`src/rtl/pkt_arb_pkg.sv`:
```
// pkt_arb_pkg
//   Shared definitions for the round-robin packet arbiter: the one-hot FSM
//   state encoding, the supported requester-count bounds, the idle grant
//   value and a helper that sizes the round-robin pointer.
//   Optional checker macro used by pkt_arbiter: PKT_ARB_PROTO_CHK_EN.
package pkt_arb_pkg;

  typedef enum logic [1:0] {
    ST_IDLE = 2'b01,
    ST_PKT  = 2'b10
  } arb_state_e;

  localparam int NUM_REQ_MIN = 2;
  localparam int NUM_REQ_MAX = 8;

  // Grant value while no packet is locked; sliced down to NUM_REQ bits.
  localparam logic [NUM_REQ_MAX-1:0] GNT_NONE = '0;

  // Width of a requester index / round-robin pointer.
  function automatic int ptr_width(input int n);
    return (n > 1) ? $clog2(n) : 1;
  endfunction

endpackage

```
`src/rtl/pkt_rr_picker.sv`:
```
// pkt_rr_picker
//   Combinational round-robin picker. Searches the candidate vector starting
//   at i_rr_ptr and wrapping modulo NUM_REQ; the first set candidate wins.
// Ports:
//   i_cand      [NUM_REQ]  requesters eligible this cycle
//   i_rr_ptr    [PTR_W]    index of the highest-priority requester
//   o_winner    [NUM_REQ]  one-hot winner, all-zero when nothing eligible
//   o_any_valid            at least one candidate present
module pkt_rr_picker
  import pkt_arb_pkg::*;
#(
  parameter int NUM_REQ = 4,
  parameter int PTR_W   = ptr_width(NUM_REQ)
) (
  input  logic [NUM_REQ-1:0] i_cand,
  input  logic [PTR_W-1:0]   i_rr_ptr,
  output logic [NUM_REQ-1:0] o_winner,
  output logic               o_any_valid
);

  // Walk the requesters in priority order beginning at the pointer. Once a
  // winner is found, later positions are ignored so the result stays one-hot.
  always_comb begin
    int w_idx;
    w_idx       = 0;
    o_winner    = '0;
    o_any_valid = 1'b0;
    for (int off = 0; off < NUM_REQ; off++) begin
      w_idx = int'(i_rr_ptr) + off;
      if (w_idx >= NUM_REQ) begin
        w_idx = w_idx - NUM_REQ;
      end
      if (!o_any_valid && i_cand[w_idx]) begin
        o_winner[w_idx] = 1'b1;
        o_any_valid     = 1'b1;
      end
    end
  end

endmodule

```
`src/rtl/pkt_arbiter.sv`:
```
// pkt_arbiter
//   Round-robin packet arbiter sharing one head/tail/valid framed channel
//   between NUM_REQ requesters. A requester is granted only when it presents
//   a head beat while the arbiter is idle, and keeps the grant until its tail
//   beat is accepted downstream, so packets never interleave. One idle bubble
//   cycle separates consecutive packets.
// Ports:
//   i_clk, i_reset                       clock, synchronous active-high reset
//   i_req_valid/head/tail [NUM_REQ]      per-requester beat framing
//   i_req_data [NUM_REQ*DATA_W]          requester i in [i*DATA_W +: DATA_W]
//   o_req_ready [NUM_REQ]                beat accept, only for the owner
//   o_out_valid/head/tail, o_out_data    muxed output beat
//   i_out_ready                          downstream backpressure
//   o_grant [NUM_REQ]                    registered one-hot owner, 0 if idle
//   o_busy                               a packet is locked
//   o_proto_err                          sticky framing error flag
// Configuration:
//   PKT_ARB_PROTO_CHK_EN  when defined, builds the framing checker that
//   drives o_proto_err; otherwise o_proto_err is tied low.
module pkt_arbiter
  import pkt_arb_pkg::*;
#(
  parameter int NUM_REQ = 4,
  parameter int DATA_W  = 16
) (
  input  logic                      i_clk,
  input  logic                      i_reset,
  input  logic [NUM_REQ-1:0]        i_req_valid,
  input  logic [NUM_REQ-1:0]        i_req_head,
  input  logic [NUM_REQ-1:0]        i_req_tail,
  input  logic [NUM_REQ*DATA_W-1:0] i_req_data,
  output logic [NUM_REQ-1:0]        o_req_ready,
  output logic                      o_out_valid,
  output logic                      o_out_head,
  output logic                      o_out_tail,
  output logic [DATA_W-1:0]         o_out_data,
  input  logic                      i_out_ready,
  output logic [NUM_REQ-1:0]        o_grant,
  output logic                      o_busy,
  output logic                      o_proto_err
);

  localparam int               PTR_W    = ptr_width(NUM_REQ);
  localparam logic [PTR_W-1:0] LAST_IDX = PTR_W'(NUM_REQ - 1);

  arb_state_e         r_state,   w_state_nxt;
  logic [NUM_REQ-1:0] r_grant,   w_grant_nxt;
  logic [PTR_W-1:0]   r_gnt_idx, w_gnt_idx_nxt;
  logic [PTR_W-1:0]   r_rr_ptr,  w_rr_ptr_nxt;
  logic [NUM_REQ-1:0] w_cand;
  logic [NUM_REQ-1:0] w_winner;
  logic [PTR_W-1:0]   w_win_idx;
  logic               w_any;
  logic               w_xfer;

  // Only requesters offering the first beat of a packet may win.
  assign w_cand = i_req_valid & i_req_head;

  pkt_rr_picker #(
    .NUM_REQ (NUM_REQ),
    .PTR_W   (PTR_W)
  ) u_picker (
    .i_cand      (w_cand),
    .i_rr_ptr    (r_rr_ptr),
    .o_winner    (w_winner),
    .o_any_valid (w_any)
  );

  // Binary index of the one-hot winner; kept alongside the grant so the
  // output mux and pointer update do not need to re-encode every cycle.
  always_comb begin
    w_win_idx = '0;
    for (int i = 0; i < NUM_REQ; i++) begin
      if (w_winner[i]) begin
        w_win_idx = PTR_W'(i);
      end
    end
  end

  // A beat moves only while locked, when the owner is valid and downstream
  // is ready.
  assign w_xfer = (r_state == ST_PKT) && o_out_valid && i_out_ready;

  // Next-state logic. Idle arbitrates among head beats; a locked packet is
  // released when its tail beat transfers, and the pointer moves one past
  // the released owner so it gets lowest priority next time.
  always_comb begin
    w_state_nxt   = r_state;
    w_grant_nxt   = r_grant;
    w_gnt_idx_nxt = r_gnt_idx;
    w_rr_ptr_nxt  = r_rr_ptr;
    case (r_state)
      ST_IDLE: begin
        if (w_any) begin
          w_state_nxt   = ST_PKT;
          w_grant_nxt   = w_winner;
          w_gnt_idx_nxt = w_win_idx;
        end
      end
      ST_PKT: begin
        if (w_xfer && o_out_tail) begin
          w_state_nxt  = ST_IDLE;
          w_grant_nxt  = GNT_NONE[NUM_REQ-1:0];
          w_rr_ptr_nxt = (r_gnt_idx == LAST_IDX) ? '0 : r_gnt_idx + PTR_W'(1);
        end
      end
      default: begin
        w_state_nxt = ST_IDLE;
        w_grant_nxt = GNT_NONE[NUM_REQ-1:0];
      end
    endcase
  end

  // State, grant and pointer registers. Reset drops any partial packet.
  always_ff @(posedge i_clk) begin
    if (i_reset) begin
      r_state   <= ST_IDLE;
      r_grant   <= GNT_NONE[NUM_REQ-1:0];
      r_gnt_idx <= '0;
      r_rr_ptr  <= '0;
    end else begin
      r_state   <= w_state_nxt;
      r_grant   <= w_grant_nxt;
      r_gnt_idx <= w_gnt_idx_nxt;
      r_rr_ptr  <= w_rr_ptr_nxt;
    end
  end

  // Output mux: while locked, the owner's framing and data pass straight
  // through and only the owner sees downstream ready. Idle moves nothing.
  always_comb begin
    o_out_valid = 1'b0;
    o_out_head  = 1'b0;
    o_out_tail  = 1'b0;
    o_out_data  = '0;
    o_req_ready = '0;
    if (r_state == ST_PKT) begin
      o_out_valid            = i_req_valid[r_gnt_idx];
      o_out_head             = i_req_head[r_gnt_idx];
      o_out_tail             = i_req_tail[r_gnt_idx];
      o_out_data             = i_req_data[int'(r_gnt_idx)*DATA_W +: DATA_W];
      o_req_ready[r_gnt_idx] = i_out_ready;
    end
  end

  assign o_grant = r_grant;
  assign o_busy  = (r_state == ST_PKT);

`ifdef PKT_ARB_PROTO_CHK_EN
  logic               r_first_beat;
  logic               r_proto_err;
  logic [NUM_REQ-1:0] r_nohead_prev;
  logic [NUM_REQ-1:0] w_nohead;
  logic               w_err_dup_head;
  logic               w_err_nohead;

  // Body beats offered while idle; two in a row from the same requester
  // means it lost track of its framing.
  assign w_nohead       = (r_state == ST_IDLE) ? (i_req_valid & ~i_req_head) : '0;
  assign w_err_nohead   = |(w_nohead & r_nohead_prev);
  assign w_err_dup_head = w_xfer && o_out_head && !r_first_beat;

  // Checker state. r_first_beat is re-armed during every idle cycle so it is
  // set on entry to a packet and clears once the first beat has moved.
  always_ff @(posedge i_clk) begin
    if (i_reset) begin
      r_first_beat  <= 1'b1;
      r_nohead_prev <= '0;
      r_proto_err   <= 1'b0;
    end else begin
      r_nohead_prev <= w_nohead;
      if (r_state == ST_IDLE) begin
        r_first_beat <= 1'b1;
      end else if (w_xfer) begin
        r_first_beat <= 1'b0;
      end
      if (w_err_dup_head || w_err_nohead) begin
        r_proto_err <= 1'b1;
      end
    end
  end

  assign o_proto_err = r_proto_err;
`else
  assign o_proto_err = 1'b0;
`endif

endmodule
```
`config.mk`:
```
export PLATFORM = sky130hd
export DESIGN_NAME = pkt_arbiter
export DESIGN_NICKNAME = d
export VERILOG_FILES = /design/src/rtl/pkt_arb_pkg.sv /design/src/rtl/pkt_rr_picker.sv /design/src/rtl/pkt_arbiter.sv
export SDC_FILE = /design/constraint.sdc
export NUM_CORES = 1
export LEC_CHECK = 0
export CAP_MARGIN = 20
export CORE_UTILIZATION = 58
export CTS_CLUSTER_DIAMETER = 200
export DETAILED_ROUTE_END_ITERATION = 7
export DONT_BUFFER_PORTS = 1
export HOLD_SLACK_MARGIN = 0.1
export MAX_ROUTING_LAYER = met4
export PLACE_DENSITY = 0.76
export SLEW_MARGIN = 20
export SYNTH_ARGS = -nofsm -noshare
export SYNTH_HDL_FRONTEND = slang
export SYNTH_SLANG_ARGS = --single-unit
```
`constraint.sdc`:
```
create_clock -name i_clk -period 2.48 [get_ports i_clk]
set_input_delay 0.124 -clock i_clk [delete_from_list [all_inputs] [get_ports i_clk]]
set_output_delay 0.124 -clock i_clk [all_outputs]
set_load 0.005 [all_outputs]
```
==> Yosys cells after proc, flatten, opt, wreduce, memory -nomap -nowiden <==
Index checks and enable logic that the tools add are counted.
{ "totals": {"ff_bits": 10, "out_inout_bits": 29, "elab_cells": 109} }
{ "classes": {"add_sub_neg": 8, "magnitude_cmp": 14, "n_eq_ne": 5, "n_shift": 1, "muxes": 55, "n_bitwise": 5, "reduce_logical": 17} }
{ "ops": {"columns": ["operator", "count"], "rows": [
  ["$ge A32 B1 Y1 const B", 4],
  ["$lt A32 B4 Y1 const B", 4],
  ["$mux W32", 4],
  ["$ge A32 B4 Y1 const B", 3],
  ["$sub A32 B4 Y32 const B", 3],
  ["$shiftx A64 B7 Y16", 1],
  ["$mux W4", 7],
  ["$mux W1", 24],
  ["$mux W16", 1],
  ["$bmux W1 S2", 7],
  ["$or A4 B4 Y4", 3],
  ["$logic_and A1 B1 Y1", 11],
  ["$demux W1 S2", 5],
  ["$mux W2", 5],
  ["$and A4 B4 Y4", 2],
  ["$pmux W4 S2", 1],
  ["$add A2 B2 Y3 const B", 2],
  ["$reduce_and A2 Y1", 3],
  ["$eq A2 B2 Y1 const B", 2],
  ["$ne A2 B1 Y1 const B", 2],
  ["$pmux W2 S2", 1],
  ["$sub A2 B3 Y4 const B", 1],
  ["$add A2 B1 Y3 const B", 1],
  ["$ge A2 B3 Y1 const B", 1],
  ["5 further kinds", 7]
]} }

==> Longest topological paths before layout <==
{ "logic_depth": {"ltp_word": 18, "depth_mapped": 9, "depth_no_buf": 8} }

==> Modules after synthesis <==
From an unflattened synthesis, not the netlist that was laid out.
{ "hier_totals": {"cells_unflattened": 172, "area_unflattened_um2": 1655.3} }
{ "by_module_without_submodules": {"columns": ["mod", "n_inst", "cells_each", "area_each_um2", "seq_area_each_um2"], "rows": [
  ["pkt_arbiter", 1, 113, 1197.4, 200.2],
  ["pkt_rr_picker", 1, 59, 457.9, 0.0]
]} }

==> Worst setup path before layout <==
No wires, ideal clock.
{ "synth_path": {"path_kind": "reg2reg", "from": "register r_rr_ptr[0]", "to": "register r_gnt_idx[0]", "setup_ns": 0.086, "arrival_time_ns": 2.289, "required_ns": 2.394, "path_slack_ns": 0.104, "path_stages_with_launch": 10, "path_buffers": 1, "cell_sequence": "dfxtp_1 -> buf_4 -> inv_1 -> ha_1 -> nand2_1 -> or4_1 -> a31oi_2 -> a221o_2 -> nor2_1 -> a221oi_2"} }
{ "synth_between": {"elab_chain_len": 18, "elab_cells_between_ends": 68} }
{ "synth_rtl": {"columns": ["item", "line", "source"], "rows": [
  ["start, declared", "pkt_arbiter.sv:49", "logic [PTR_W-1:0] r_rr_ptr, w_rr_ptr_nxt;"],
  ["start signal, assigned", "pkt_arbiter.sv:125", "r_rr_ptr <= w_rr_ptr_nxt;"],
  ["branches (longest 18 deep; another with $sub A32 B4 Y32)", null, null],
  ["end signal, assigned", "pkt_arbiter.sv:124", "r_gnt_idx <= w_gnt_idx_nxt;"],
  ["end, declared", "pkt_arbiter.sv:48", "logic [PTR_W-1:0] r_gnt_idx, w_gnt_idx_nxt;"]
]} }
Parallel ways; which one is timed is not known. The select of a mux whose other input is x is not followed.
A chain may end at the register's enable or synchronous reset.

==> Final worst setup path <==
{ "layout_path": {"from": "register r_rr_ptr[1]", "to": "register r_gnt_idx[1]"} }
{ "layout_between": {"elab_chain_len": 17, "elab_cells_between_ends": 67} }
{ "layout_rtl": {"columns": ["item"], "rows": [
  ["branches (longest 17 deep; another with $sub A32 B4 Y32)"]
]} }
Parallel ways; which one is timed is not known. The select of a mux whose other input is x is not followed.

==> results.py <==
metrics = {
    "job": {
        "drv_cap": 0,
    },
    "worst_setup_path": {
        "critPathKind": "flip-flop to flip-flop",
        "cp_data_required_time_ns": 2.67,
        "path_cells": "inv_1 > ha_1 > nand2_1 > or4_1 > a31oi_2 > a221o_1 > nor3_1 > a211oi_1",
        "crit_path_start": "r_rr_ptr[1]",
        "cp.depth": 8,
        "critPathArrivalTime_ns": 2.47,
        "reg2reg_depth": 8,
        "start_kind": "flip-flop",
        "crit_family": "compound AO/OA/AOI/OAI gates",
        "worstPathMaxFanout": 5,
        "regToRegSetupSlack_ns": 0.21,
        "max_stage_delay_ns": 0.52,
        "r2r_start": "r_rr_ptr[1]",
        "crit_slowest_cell": "or4_1",
        "r2r-end": "r_gnt_idx[1]",
        "cp_num_buf_inv": 1,
        "end_kind": "flip-flop",
    },
    "clock_network": {
        "path_clk_slew_ns": 0.08,
        "postCtsSetupRepairBufs": 0,
        "cts_buffer_depth": 2,
        "cts_root_buf": "clkbuf_4",
        "cts_tree": "done",
        "htreeDepth": 1,
        "clock_latency_ns": 0.28,
        "clock_sinks": 10,
        "cts_buffers": 3,
    },
    "min_path": {
        "worstHoldPathCells": 3,
        "hold_start": "i_out_ready",
        "hold_class": "input port to flip-flop",
        "hold_end": "r_rr_ptr[1]",
    },
    "global_route": {
        "grt_antenna_before_repair": 0,
        "grtUsageTotal": 0.285,
        "grt_max_degree": 27,
        "grt_pass1_vias": 1270,
        "grt_pass1_wl_um": 5750,
        "overflow": 0,
    },
    "finish": {
        "final_nets": 249,
        "multi_input_area_sq_um": 1290,
        "fillCellCount": 207,
        "fin_cells": 187,
        "areaGrowthSynthToFinish_pct": 5.15,
        "drive_gt1_frac": 0.280,
        "antenna_cells": 0,
        "regArea_sq_um": 200,
        "fin_area_sq_um": 1660,
    },
    "sta": {
        "hold_violations": 0,
        "skew_ns": 0.00787,
        "fin_ws_ns": 0.205,
        "drv_slew": 0,
        "setup_viol_count_final": 0,
        "rsz0062_at_grt": "false",
        "period_share": 0.917,
        "max_freq_ghz": 0.440,
        "layout_min_cycle_time_ns": 2.27,
        "tns_ns": 0,
    },
    "synth": {
        "synthFlopType": "dfxtp_1",
        "synth_cell_type_count": 54,
        "ys_warn_count": 0,
        "ys_async_sr_fraction": 0,
        "ys_seq_area_frac": 0.127,
        "syn_area_per_cell_sq_um": 10.2,
        "synth-seq-cells": 10,
        "synth_edf_count": 0,
        "synth_area_sq_um": 1580,
        "syn_inst": 155,
        "syn_nets": 246,
    },
    "power": {
        "power_frac_comb": 0.445,
        "finalPower_uw": 616,
        "power.internal_uw": 415,
        "powerDensity_nw_per_um2": 371,
        "pwr-share-clk": 0.251,
        "irDropWorstVdd_uv": 438,
        "sw_frac_of_total": 0.326,
        "power_frac_seq": 0.304,
        "p_sw_uw": 201,
        "p_leak_nw": 0.620,
    },
    "routing": {
        "drt_iter0_drc": 41,
        "drt_first_pass_iters": 4,
        "ant_nets": 0,
        "wire_per_inst_um": 22.4,
        "via_per_inst": 7.22,
        "remaining_drc_errors": 0,
        "totalWireLength_um": 4190,
        "via_count": 1351,
    },
    "floorplan": {
        "coreArea_sq_um": 2520,
        "start_util": 0.626,
        "dieArea_sq_um": 2930,
        "fp-row-count": 18,
        "dieHeight_um": 54.2,
        "io_pins": 108,
        "die_x_um": 54.2,
    },
    "place": {
        "dp_cells": 182,
        "place_area_sq_um": 1610,
        "portBuffers": 0,
        "post-dp-hpwl_um": 3360,
        "gp_congestion": 0.870,
        "preCtsSetupSlack_ns": 0.262,
    },
    "outcome": {
        "outcome": "finished clean",
    },
}
## synthesized netlist by cell type (2+ instances only)
cell type	instances	area share
a22oi_1	3	0.014
a21oi_1	3	0.0095
nand4b_1	2	0.011
o41ai_1	3	0.017
mux4_2	19	0.27
buf_4	2	0.0095
o311ai_1	2	0.011
nand2_1	7	0.017
ha_1	12	0.095
nor2_1	5	0.012
mux2i_1	2	0.013
dfxtp_1	10	0.13
buf_2	2	0.0063
inv_1	8	0.019
a221o_2	2	0.014
and2_1	22	0.087
nor2b_1	3	0.012
nand4_1	4	0.016
and3_1	4	0.016
nand3_1	3	0.0095
clkbuf_1	4	0.0095
## kinds of logic after synthesis
group | after synthesis | synth area share
muxes | 22 | 0.300
buffers and inverters | 18 | 0.0539
DFF | 10 | 0.127
other | 1 | 0.00237
AOI/OAI and AO/OA | 27 | 0.153
adders and majority gates | 12 | 0.0951
and+or+nand+nor | 65 | 0.269
## worst max path at each step
| stage | endpoint | slack (ns) |
|---|---|---|
| CTS | r_gnt_idx[1] | 0.23 |
| global placement | r_gnt_idx[0] | 0.32 |
| floorplan | r_gnt_idx[0] | 0.10 |
| global route | r_gnt_idx[1] | 0.08 |
| detailed placement | r_gnt_idx[1] | 0.26 |
| finish | r_gnt_idx[1] | 0.21 |
## flip-flops by register name, indices dropped and copies added (netlist names)
register / cells
r_state: 2
o_grant: 4
r_rr_ptr: 2
r_gnt_idx: 2
## cell usage in the layout, fill, tap and decap left out, types with 2 or more instances in the layout
cell type / synthesis / routed
mux4_2: 19 / 19
o311ai_1: 2 / 2
ha_1: 12 / 12
and2_1: 22 / 22
nand4b_1: 2 / 2
a21oi_1: 3 / 3
o41ai_1: 3 / 3
nor2_1: 5 / 5
nand4_1: 4 / 4
nand2_1: 7 / 7
mux2i_1: 2 / 2
a221o_2: 2 / 2
inv_1: 8 / 8
dfxtp_1: 10 / 10
clkbuf_4: 0 / 3
a22oi_1: 3 / 3
and3_1: 4 / 4
buf_4: 2 / 7
nand3_1: 3 / 3
nor2b_1: 3 / 3
## cell type report
cell class | instances | share of cell area
clock buffer | 4 | 0.0219
inverter | 8 | 0.0181
multi-input combinational | 127 | 0.779
sequential | 10 | 0.121
tap | 30 | 0.0226
timing repair buffer | 8 | 0.0377
## power by group through the flow
stage | clock, mW | sequential (mW) | combinational, mW
2_1_floorplan | 0 | 0.185 | 0.232
3_3_place_gp | 0 | 0.190 | 0.261
3_5_place_dp | 0 | 0.191 | 0.272
4_1_cts | 0.155 | 0.187 | 0.275
5_1_grt | 0.162 | 0.189 | 0.302
6_report | 0.154 | 0.187 | 0.274
## routing by layer
metal / wire length [um] / vias up / track usage
met1: 1500 / 643 / 0.300
met5: 0 / - / -
met4: 67 / 0 / 0.0684
met2: 2270 / 83 / 0.539
met3: 350 / 7 / 0.0508
li1: - / 618 / -
## metrics by stage
stage               utilization  hold WS (ns)
global placement          0.640         0.192
global route              0.658         0.280
finish                    0.658         0.244
detailed placement        0.640         0.195
floorplan                     -         0.380
CTS                       0.658         0.247
## timing repair
action	in CTS	in global routing
endpoints found under the setup margin	0	0
endpoints found under the hold margin	10	0
resized for setup	0	0
hold buffers	1	0
## tightest hold or removal path, stage by stage
cell	delay (ns)
nand4_1	0.14
mux2i_1	0.13
nor2_1	0.09
Note: power is estimated with default switching activity, not from simulation.
